--- config.mk ---
export PLATFORM = sky130hd
export DESIGN_NAME = rtc_timekeeper_flat
export DESIGN_NICKNAME = d
export VERILOG_FILES = /design/src/rtl/rtc_timekeeper_if.sv /design/src/rtl/rtc_timekeeper.sv /design/src/flat_wrapper.sv
export SDC_FILE = /design/constraint.sdc
export NUM_CORES = 1
export LEC_CHECK = 0
export ABC_AREA = 1
export BUFFER_PORTS_ARGS = -buffer_cell sky130_fd_sc_hd__buf_2
export CAP_MARGIN = 20
export CORE_UTILIZATION = 36
export CTS_BUF_LIST = sky130_fd_sc_hd__clkbuf_8 sky130_fd_sc_hd__clkbuf_16
export DETAILED_ROUTE_END_ITERATION = 16
export GPL_TIMING_DRIVEN = 1
export SETUP_SLACK_MARGIN = 0.02
export SLEW_MARGIN = 40
export SYNTH_ARGS = -nofsm -noshare
export SYNTH_HDL_FRONTEND = slang
export SYNTH_SLANG_ARGS = --single-unit
--- constraint.sdc ---
create_clock -name clock -period 4.06 [get_ports clock]
set_input_delay 0.203 -clock clock [delete_from_list [all_inputs] [get_ports clock]]
set_output_delay 0.203 -clock clock [all_outputs]
set_load 0.005 [all_outputs]
--- src/rtl/rtc_timekeeper_if.sv ---
// Bus bundle for rtc_timekeeper: run/mode controls, time-set handshake,
// alarm settings and the BCD display outputs.
interface rtc_timekeeper_if;
    logic       run;
    logic       mode12;
    // Time-set handshake: a load is accepted on a cycle where set_valid and
    // set_ready are both 1; set_valid while set_ready is 0 is dropped.
    logic       set_valid;
    logic       set_ready;
    logic [4:0] set_hour;
    logic [5:0] set_min;
    logic [5:0] set_sec;
    logic       set_err;
    logic       alarm_en;
    logic [4:0] alarm_hour;
    logic [5:0] alarm_min;
    logic       alarm_hit;
    logic       sec_pulse;
    logic [7:0] hour_bcd;
    logic [7:0] min_bcd;
    logic [7:0] sec_bcd;
    logic       pm;
    logic       dbg_set_state;

    modport master (
        output run, mode12, set_valid, set_hour, set_min, set_sec,
               alarm_en, alarm_hour, alarm_min,
        input  set_ready, set_err, alarm_hit, sec_pulse,
               hour_bcd, min_bcd, sec_bcd, pm, dbg_set_state
    );

    modport slave (
        input  run, mode12, set_valid, set_hour, set_min, set_sec,
               alarm_en, alarm_hour, alarm_min,
        output set_ready, set_err, alarm_hit, sec_pulse,
               hour_bcd, min_bcd, sec_bcd, pm, dbg_set_state
    );
endinterface

--- src/rtl/rtc_timekeeper.sv ---
// Time-of-day core: second prescaler, h/m/s counters, validated time load,
// minute-resolution alarm and 12/24-hour BCD display outputs.
module rtc_timekeeper #(
    parameter int TICK_DIV = 65536,
    parameter int CNT_W    = 17
) (
    input  logic                clock,
    input  logic                reset,
    rtc_timekeeper_if.slave     io_bus
);
    localparam logic [0:0]       ST_IDLE   = 1'b0;
    localparam logic [0:0]       ST_CHECK  = 1'b1;
    localparam logic [CNT_W-1:0] PRESC_TOP = CNT_W'(TICK_DIV - 1);
    localparam logic [CNT_W-1:0] PRESC_ONE = CNT_W'(1);

    logic [CNT_W-1:0] r_presc;
    logic [4:0]       r_hour;
    logic [5:0]       r_min;
    logic [5:0]       r_sec;
    logic [0:0]       r_state;
    logic [4:0]       r_sh_hour;
    logic [5:0]       r_sh_min;
    logic [5:0]       r_sh_sec;
    logic             r_set_err;
    logic             r_alarm_hit;
    logic             r_sec_pulse;

    logic       w_tick;
    logic       w_legal;
    logic       w_commit;
    logic       w_reject;
    logic       w_sec_wrap;
    logic       w_min_wrap;
    logic [5:0] w_nsec;
    logic [5:0] w_nmin;
    logic [4:0] w_nhour;
    logic       w_alarm_match;
    logic [4:0] w_h12;
    logic [4:0] w_hour_disp;

    function automatic logic [7:0] to_bcd(input logic [5:0] v);
        logic [5:0] t;
        logic [5:0] o;
        t = v / 6'd10;
        o = v - t * 6'd10;
        return {t[3:0], o[3:0]};
    endfunction

    assign w_tick   = io_bus.run && (r_presc == PRESC_TOP);
    assign w_legal  = (r_sh_hour < 5'd24) && (r_sh_min < 6'd60) && (r_sh_sec < 6'd60);
    assign w_commit = (r_state == ST_CHECK) && w_legal;
    assign w_reject = (r_state == ST_CHECK) && !w_legal;

    assign w_sec_wrap = (r_sec == 6'd59);
    assign w_min_wrap = w_sec_wrap && (r_min == 6'd59);
    assign w_nsec     = w_sec_wrap ? 6'd0 : r_sec + 6'd1;
    assign w_nmin     = !w_sec_wrap ? r_min : (w_min_wrap ? 6'd0 : r_min + 6'd1);
    assign w_nhour    = !w_min_wrap ? r_hour : ((r_hour == 5'd23) ? 5'd0 : r_hour + 5'd1);

    // Counters only ever hold legal values, so out-of-range alarm settings never match.
    assign w_alarm_match = io_bus.alarm_en && (w_nsec == 6'd0) &&
                           (w_nmin == io_bus.alarm_min) && (w_nhour == io_bus.alarm_hour);

    always_ff @(posedge clock or negedge reset) begin
        if (!reset) begin
            r_presc     <= '0;
            r_hour      <= '0;
            r_min       <= '0;
            r_sec       <= '0;
            r_set_err   <= 1'b0;
            r_alarm_hit <= 1'b0;
            r_sec_pulse <= 1'b0;
        end else begin
            r_set_err   <= w_reject;
            // A committing load swallows a coincident tick.
            r_sec_pulse <= w_tick && !w_commit;
            r_alarm_hit <= w_tick && !w_commit && w_alarm_match;
            if (w_commit) begin
                r_presc <= '0;
                r_hour  <= r_sh_hour;
                r_min   <= r_sh_min;
                r_sec   <= r_sh_sec;
            end else begin
                if (io_bus.run)
                    r_presc <= (r_presc == PRESC_TOP) ? '0 : r_presc + PRESC_ONE;
                if (w_tick) begin
                    r_hour <= w_nhour;
                    r_min  <= w_nmin;
                    r_sec  <= w_nsec;
                end
            end
        end
    end

    always_ff @(posedge clock or negedge reset) begin
        if (!reset) begin
            r_state   <= ST_IDLE;
            r_sh_hour <= '0;
            r_sh_min  <= '0;
            r_sh_sec  <= '0;
        end else begin
            case (r_state)
                ST_IDLE: begin
                    if (io_bus.set_valid) begin
                        r_sh_hour <= io_bus.set_hour;
                        r_sh_min  <= io_bus.set_min;
                        r_sh_sec  <= io_bus.set_sec;
                        r_state   <= ST_CHECK;
                    end
                end
                default: r_state <= ST_IDLE;
            endcase
        end
    end

    always_comb begin
        w_h12 = (r_hour >= 5'd12) ? r_hour - 5'd12 : r_hour;
        if (w_h12 == 5'd0)
            w_h12 = 5'd12;
        w_hour_disp = io_bus.mode12 ? w_h12 : r_hour;
    end

    assign io_bus.set_ready     = (r_state == ST_IDLE);
    assign io_bus.set_err       = r_set_err;
    assign io_bus.alarm_hit     = r_alarm_hit;
    assign io_bus.sec_pulse     = r_sec_pulse;
    assign io_bus.hour_bcd      = to_bcd({1'b0, w_hour_disp});
    assign io_bus.min_bcd       = to_bcd(r_min);
    assign io_bus.sec_bcd       = to_bcd(r_sec);
    assign io_bus.pm            = io_bus.mode12 && (r_hour >= 5'd12);
    assign io_bus.dbg_set_state = r_state[0];
endmodule
--- src/flat_wrapper.sv ---
// flat-port wrapper written by rule: the top's interface ports become plain ports
module rtc_timekeeper_flat 
#(
    parameter int TICK_DIV = 65536,
    parameter int CNT_W    = 17
)
  (clock, reset, io_bus_run, io_bus_mode12, io_bus_set_valid, io_bus_set_hour, io_bus_set_min, io_bus_set_sec, io_bus_alarm_en, io_bus_alarm_hour, io_bus_alarm_min, io_bus_set_ready, io_bus_set_err, io_bus_alarm_hit, io_bus_sec_pulse, io_bus_hour_bcd, io_bus_min_bcd, io_bus_sec_bcd, io_bus_pm, io_bus_dbg_set_state);
  rtc_timekeeper_if io_bus_i ();
  input  logic clock;
  input  logic reset;
  input wire logic [$bits(io_bus_i.run)-1:0] io_bus_run;
  input wire logic [$bits(io_bus_i.mode12)-1:0] io_bus_mode12;
  input wire logic [$bits(io_bus_i.set_valid)-1:0] io_bus_set_valid;
  input wire logic [$bits(io_bus_i.set_hour)-1:0] io_bus_set_hour;
  input wire logic [$bits(io_bus_i.set_min)-1:0] io_bus_set_min;
  input wire logic [$bits(io_bus_i.set_sec)-1:0] io_bus_set_sec;
  input wire logic [$bits(io_bus_i.alarm_en)-1:0] io_bus_alarm_en;
  input wire logic [$bits(io_bus_i.alarm_hour)-1:0] io_bus_alarm_hour;
  input wire logic [$bits(io_bus_i.alarm_min)-1:0] io_bus_alarm_min;
  output wire logic [$bits(io_bus_i.set_ready)-1:0] io_bus_set_ready;
  output wire logic [$bits(io_bus_i.set_err)-1:0] io_bus_set_err;
  output wire logic [$bits(io_bus_i.alarm_hit)-1:0] io_bus_alarm_hit;
  output wire logic [$bits(io_bus_i.sec_pulse)-1:0] io_bus_sec_pulse;
  output wire logic [$bits(io_bus_i.hour_bcd)-1:0] io_bus_hour_bcd;
  output wire logic [$bits(io_bus_i.min_bcd)-1:0] io_bus_min_bcd;
  output wire logic [$bits(io_bus_i.sec_bcd)-1:0] io_bus_sec_bcd;
  output wire logic [$bits(io_bus_i.pm)-1:0] io_bus_pm;
  output wire logic [$bits(io_bus_i.dbg_set_state)-1:0] io_bus_dbg_set_state;
  assign io_bus_i.run = io_bus_run;
  assign io_bus_i.mode12 = io_bus_mode12;
  assign io_bus_i.set_valid = io_bus_set_valid;
  assign io_bus_i.set_hour = io_bus_set_hour;
  assign io_bus_i.set_min = io_bus_set_min;
  assign io_bus_i.set_sec = io_bus_set_sec;
  assign io_bus_i.alarm_en = io_bus_alarm_en;
  assign io_bus_i.alarm_hour = io_bus_alarm_hour;
  assign io_bus_i.alarm_min = io_bus_alarm_min;
  assign io_bus_set_ready = io_bus_i.set_ready;
  assign io_bus_set_err = io_bus_i.set_err;
  assign io_bus_alarm_hit = io_bus_i.alarm_hit;
  assign io_bus_sec_pulse = io_bus_i.sec_pulse;
  assign io_bus_hour_bcd = io_bus_i.hour_bcd;
  assign io_bus_min_bcd = io_bus_i.min_bcd;
  assign io_bus_sec_bcd = io_bus_i.sec_bcd;
  assign io_bus_pm = io_bus_i.pm;
  assign io_bus_dbg_set_state = io_bus_i.dbg_set_state;
  rtc_timekeeper #(.TICK_DIV(TICK_DIV), .CNT_W(CNT_W)) u_core (.clock(clock), .reset(reset), .io_bus(io_bus_i));
endmodule
## Word level (Yosys, flattened, before mapping)

Index checks and enable logic that the tools add are counted.

| word-level totals | value |
|---|---|
| flip-flop bits (word level) | 55 |
| bits of input ports | 34 |
| output and inout port bits | 30 |

| cells by class | value |
|---|---|
| add/sub/neg operators | 8 |
| multipliers | 3 |
| divide/modulo/power cells | 3 |
| magnitude comparators | 4 |
| equality and inequality tests | 6 |
| mux-type cells | 19 |
| bitwise gates (word level) | 1 |
| reduce and logical (&&, ||, !) cells | 19 |

Operators by type and width:

| operator | number |
|---|---|
| 17-bit 2-to-1 mux | 3 |
| 6-bit 2-to-1 mux | 7 |
| 5-bit 2-to-1 mux | 7 |
| 6-bit by 3-bit multiplier with 3-bit output, second input constant | 3 |
| 17-bit by 1-bit adder with 17-bit output, second input constant | 1 |
| 17-bit by 16-bit equality test with 1-bit output, second input constant | 1 |
| 6-bit by 1-bit adder with 6-bit output, second input constant | 2 |
| 6-bit by 4-bit divider with 6-bit output, second input constant | 2 |
| 6-bit equality test, second input constant | 2 |
| 1-bit logical AND | 12 |
| 6-bit < comparator, second input constant | 2 |
| 4-bit subtractor | 3 |
| 5-bit by 4-bit divider with 6-bit output, second input constant | 1 |
| 6-bit equality test | 1 |
| 6-bit logical NOT | 1 |
| 5-bit by 1-bit adder with 5-bit output, second input constant | 1 |
| 5-bit equality test | 1 |
| 5-bit equality test, second input constant | 1 |
| 5-bit by 4-bit >= comparator with 1-bit output, second input constant | 1 |
| 5-bit logical NOT | 1 |
| 5-bit < comparator, second input constant | 1 |
| 5-bit by 4-bit subtractor with 5-bit output, second input constant | 1 |
| 2-bit nonzero test | 2 |
| 1-bit logical NOT | 2 |
| 3 further kinds | 4 |

## Longest topological paths before layout

| depth | value |
|---|---|
| depth after elaboration | 8 |
| depth in mapped cells | 23 |
| mapped depth without buffers | 23 |

## Worst setup path before layout

No wires, ideal clock.

| timing | value |
|---|---|
| kind | flip-flop to output port |
| start point | register u_core.r_hour[0] |
| end point | output io_bus_hour_bcd[3] |
| data arrival time | 2,943 ps |
| data required time | 3,857 ps |
| path slack | 914 ps |
| cell stages (with the launch flop) | 24 |
| buffers on the path | 0 |
| cell sequence | dfrtp_1 > inv_1 > ha_1 > a21oi_2 > nand2_1 > nand2_1 > nand2_1 > nor2_1 > nand3_1 > nand2_1 > inv_2 > nand2_1 > nand2_1 > ha_1 > inv_1 > nor2_1 > nand2_1 > nand3_1 > o21ai_0 > ha_1 > fa_1 > inv_1 > nand2_1 > nand2_1 |

| on the way | value |
|---|---|
| cells in the longest elaborated chain, start to end | 8 |

RTL lines:

| element | RTL line | source |
|---|---|---|
| start: declaration | rtc_timekeeper.sv:17 | `logic [4:0] r_hour;` |
| start signal: assignment | rtc_timekeeper.sv:80 | `r_hour <= r_sh_hour;` |
| start signal: assignment | rtc_timekeeper.sv:87 | `r_hour <= w_nhour;` |
| 5-bit by 4-bit subtractor with 5-bit output / 5-bit by 4-bit >= comparator with 1-bit output (equally long branches) | rtc_timekeeper.sv:117 | `w_h12 = (r_hour >= 5'd12) ? r_hour - 5'd12 : r_hour;` |
| 5-bit 2-to-1 mux | rtc_timekeeper.sv:117 |  |
| 5-bit logical NOT | rtc_timekeeper.sv:118 | `if (w_h12 == 5'd0)` |
| 5-bit 2-to-1 mux | rtc_timekeeper.sv:118 |  |
| 5-bit 2-to-1 mux * | rtc_timekeeper.sv:120 | `w_hour_disp = io_bus.mode12 ? w_h12 : r_hour;` |
| 5-bit by 4-bit divider with 6-bit output * | rtc_timekeeper.sv:44 | `t = v / 6'd10;` |
| named net io_bus_hour_bcd[4] | flat_wrapper.sv:24 | `output wire logic [$bits(io_bus_i.hour_bcd)-1:0] io_bus_hour_bcd;` |
| 6-bit by 3-bit multiplier with 3-bit output * | rtc_timekeeper.sv:45 | `o = v - t * 6'd10;` |
| 4-bit subtractor * | rtc_timekeeper.sv:45 |  |
| end: declaration | flat_wrapper.sv:24 |  |

Mark *: on every way through the listed nets, which the timed path passes. The rest lies on a longest branch.

## Final worst setup path

| timing | value |
|---|---|
| start point | register u_core.r_hour[0] |
| end point | output io_bus_hour_bcd[3] |

| on the way | value |
|---|---|
| cells in the longest elaborated chain, start to end | 8 |

RTL lines:

| element | RTL line |
|---|---|
| 5-bit by 4-bit subtractor with 5-bit output / 5-bit by 4-bit >= comparator with 1-bit output (equally long branches) | rtc_timekeeper.sv:117 |
| 5-bit 2-to-1 mux | rtc_timekeeper.sv:117 |
| 5-bit logical NOT | rtc_timekeeper.sv:118 |
| 5-bit 2-to-1 mux | rtc_timekeeper.sv:118 |
| 5-bit 2-to-1 mux * | rtc_timekeeper.sv:120 |
| 5-bit by 4-bit divider with 6-bit output | rtc_timekeeper.sv:44 |
| 6-bit by 3-bit multiplier with 3-bit output | rtc_timekeeper.sv:45 |
| 4-bit subtractor * | rtc_timekeeper.sv:45 |

Mark *: on every way between the ends. The rest lies on a longest branch, timed or not.

==> parameters.txt <==
Parameter                              Value

Floorplan
  Total I/O pin count ... 64
  Total die area ... 11390 sq um
  Horizontal die dimension ... 106.7 um
  Initial standard-cell utilization of the core ... 0.3774
  Placeable core area ... 10460 sq um
  Core Rows ... 37
  Floorplan die height ... 106.7 um

Clock network
  Number of buffers added by the clock tree synthesis step ... 5
  TritonCTS clock tree ... built
  H-tree lvl count ... 2
  Clock buffer depth ... 2
  Clock latency at the later pin of the worst-skew pair ... 310 ps
  TritonCTS Sinks ... 55
  Clock-pin slew on the worst setup and hold paths ... 100 ps
  Clock Tree Root ... clkbuf_8

Worst setup path
  Largest fanout of any net on the critical path ... 5
  Worst path arrival time ... 3600 ps
  Kind of start point of the critical path ... register
  Worst setup path category ... register to primary output
  Cell depth of the worst flop-to-flop path ... 9
  Endpoint kind of the worst setup timing path ... primary output
  Required time at the endpoint of the critical path ... 3860 ps

Timing
  Unrepaired setup endpoints after global routing ... no
  TNS Setup ... 0 ps
  Maximum frequency from static timing analysis ... 0.2630 GHz
  Final hold violation count ... 0
  Finish-stage setup viols ... 0
  Final critical-path required period ... 3802 ps
  Max-Slew Margin vs Limit ... 0.5564
  Fin crit share ... 0.9363
  Final Slew Violations ... 0
  Measured slew at the worst slew-check pin ... 664.7 ps
  Final worst-path setup slack ... 258.4 ps
  Final clock skew ... 9.613 ps

Cells and area
  Net count, final ... 659
  # diodes ... 0
  Layout Area Growth over Synthesis ... 13.69%
  Proportion of layout cells with a drive suffix above 1 ... 0.2003

Yosys
  Most frequent cell after synthesis ... nand2_1
  Dominant cells by area after synthesis ... dfrtp_1, nand2_1, inv_1, ha_1, nand3_1
  Top post-synthesis cells by count ... nand2_1, inv_1, dfrtp_1, nor2_1, nand3_1
  Post-Synthesis Mean Instance Area ... 7.219 sq um
  Cell taking the most area after synthesis ... dfrtp_1
  Number of different library cells in the post-synthesis netlist ... 41
  Number of cells produced by synthesis ... 547
  Post-synth EDFFs ... 0
  Share of the yosys chip area belonging to registers ... 0.3485
  Combined area of all synthesized cells ... 3949 sq um
  Synth warnings ... 0
  Most used flip-flop cell after synthesis ... dfrtp_1
  Fraction of post-synthesis cell area in the top cell type by area ... 0.3485
  Fraction of registers with async set/reset ... 1.000
  Count of state elements after synthesis ... 55

Worst hold path
  Class of the tightest hold or removal check ... input port to register
  Worst hold path depth ... 3

Pwr
  Max VDD drop ... 0.0003001 V
  Leakage ... 2.376 nW
  Power density normalized to cell area ... 518.5 nW/um^2

Route
  Count of vias placed by the detailed router ... 3608
  Routed length per placed instance ... 12.68 um
  Final wirelength ... 9383 um
  Vias per Instance ... 4.876
  Number of optimization iterations in the first detailed-route pass ... 5
  DRT antenna net count ... 0
  DRC violation count after routing ... 0
  Detailed router's first-iteration violation count ... 286

GRT
  Total global routing track utilization ... 0.1701
  Antenna violations before repair ... 0
  Number of global-route vias before repair ... 3345
  First-pass GRT wire length ... 15540 um
  Largest net degree at the start of global routing ... 36
  GRT overflow ... 0

Outcome
  Result of the run ... finished, final reports clean

Placed design
  Half-perimeter wire length after detailed placement ... 7174 um
  Count of buffers inserted at the top-level ports ... 59
  Worst-case setup slack after placement ... 401.0 ps
  Placer congestion estimate ... 0.7945

Run
  # Max-Cap Violations ... 0
-- worst max-delay path, cell delays in order (launching register included) --
cell	delay [ps]
dfrtp_2	420
inv_1	80
ha_1	240
a21oi_2	190
nand2_2	120
nand2_2	80
nand2_1	60
nor2_2	100
nand3_2	130
nand2_2	100
inv_2	60
nand2_1	70
nand2_1	60
ha_1	290
inv_1	40
nor2_1	110
nand2_1	60
nand3_1	80
o21ai_0	130
ha_2	210
fa_1	390
inv_1	70
nand2_1	50
nand2_1	40
buf_2	100
-- timing repair --
item	in CTS	in global routing
endpoints found under the setup margin	0	3
setup buffers	0	3
hold buffers	1	0
hold endpoints to repair	20	0
gates resized for setup	0	12
-- per-layer routing --
metal / wire length (um) / vias up / share of wire / track usage
li1: - / 1840 / - / -
met1: 4451 / 1672 / 0.47 / 0.2257
met2: 4488 / 85 / 0.48 / 0.2940
met3: 326 / 11 / 0.035 / 0.02006
met4: 116 / 0 / 0.012 / 0.04207
met5: 0 / - / 0 / 0
-- kinds of logic (layout without fill, tap and decap cells) --
| group | after synthesis | in the layout | synth area share |
|---|---|---|---|
| XOR/XNOR | 14 | 14 | 0.03105 |
| AND/OR/NAND/NOR | 279 | 279 | 0.3156 |
| adder cells (fa/ha/maj) | 22 | 22 | 0.07541 |
| AO/OA/AOI/OAI | 67 | 67 | 0.1077 |
| other | 1 | 4 | 0.0009497 |
| buffers and inverters | 109 | 163 | 0.1207 |
| flip-flops | 55 | 55 | 0.3485 |
-- through the flow --
step           cells  hold slack [ps]  instance area, sq um  power [W]    util
3_5_place_dp     728            192.5                  4305   0.001919  0.4115
5_1_grt          740            82.28                  4489   0.002550  0.4291
4_1_cts          737            76.41                  4437   0.002313  0.4241
2_1_floorplan    550           -92.59                  3960   0.001541       -
6_report         740            77.88                  4489   0.002328  0.4291
3_3_place_gp     728            187.4                  4305   0.001855  0.4115
-- area by class of cell --
class,instances,area [sq um]
Clock inverter,2,38.79
Tap cell,136,170.2
Clock buffer,6,82.58
Multi-Input combinational cell,386,2133
Sequential cell,55,1380
Inverter,90,341.6
Fill cell,1085,5973
Timing Repair Buffer,65,342.8
-- path summary, 6_finish.rpt --
| path | start | end | slack [ps] |
|---|---|---|---|
| max | u_core.r_hour[0]$_DFFE_PN0P_ | io_bus_hour_bcd[3] | 260 |
| min | io_bus_set_sec[1] | u_core.r_sh_sec[1]$_DFFE_PN0P_ | 80 |
| max reg2reg | u_core.r_sh_min[3]$_DFFE_PN0P_ | u_core.r_hour[1]$_DFFE_PN0P_ | 1740 |
| min reg2reg | u_core.r_sh_hour[2]$_DFFE_PN0P_ | u_core.r_sh_hour[2]$_DFFE_PN0P_ | 490 |
| max in group asynchronous | reset | u_core.r_hour[2]$_DFFE_PN0P_ | 2850 |
| min in group asynchronous | reset | u_core.io_bus.dbg_set_state$_DFF_PN0_ | 380 |
-- registers in the layout, summed over array words and instances (netlist names) --
signal,cells
u_core.r_presc,17
u_core.r_hour,5
u_core.r_min,6
u_core.io_bus.set_err,1
u_core.r_sh_sec,6
u_core.io_bus.alarm_hit,1
u_core.r_sh_min,6
u_core.io_bus.dbg_set_state,1
u_core.r_sec,6
u_core.io_bus.sec_pulse,1
u_core.r_sh_hour,5
-- power breakdown --
part | internal [W] | total (W) | switching, W
sequential | 0.000641 | 0.000765 | 0.000124
clock | 0.000203 | 0.000388 | 0.000184
combinational | 0.000497 | 0.00118 | 0.000678
total | 0.00134 | 0.00233 | 0.000986
-- cells in the final DEF, fill, tap and decap left out, types with 2 or more instances in the layout --
master / n
a211oi_1: 2
a21oi_1: 16
a21oi_2: 3
and3_1: 2
buf_2: 59
buf_4: 5
clkbuf_8: 6
conb_1: 4
dfrtp_1: 52
dfrtp_2: 3
fa_1: 3
ha_1: 17
ha_2: 2
inv_1: 81
inv_2: 7
nand2_1: 159
nand2_2: 13
nand3_1: 36
nand3_2: 6
nand3b_1: 2
nand4_1: 8
nor2_1: 38
nor2_2: 4
nor2_4: 3
nor3_1: 5
o211ai_1: 9
o21ai_0: 19
o21ai_1: 4
o21ai_2: 2
o221ai_1: 9
xnor2_1: 4
xor2_1: 10
Power figures use the tool's default switching activity.
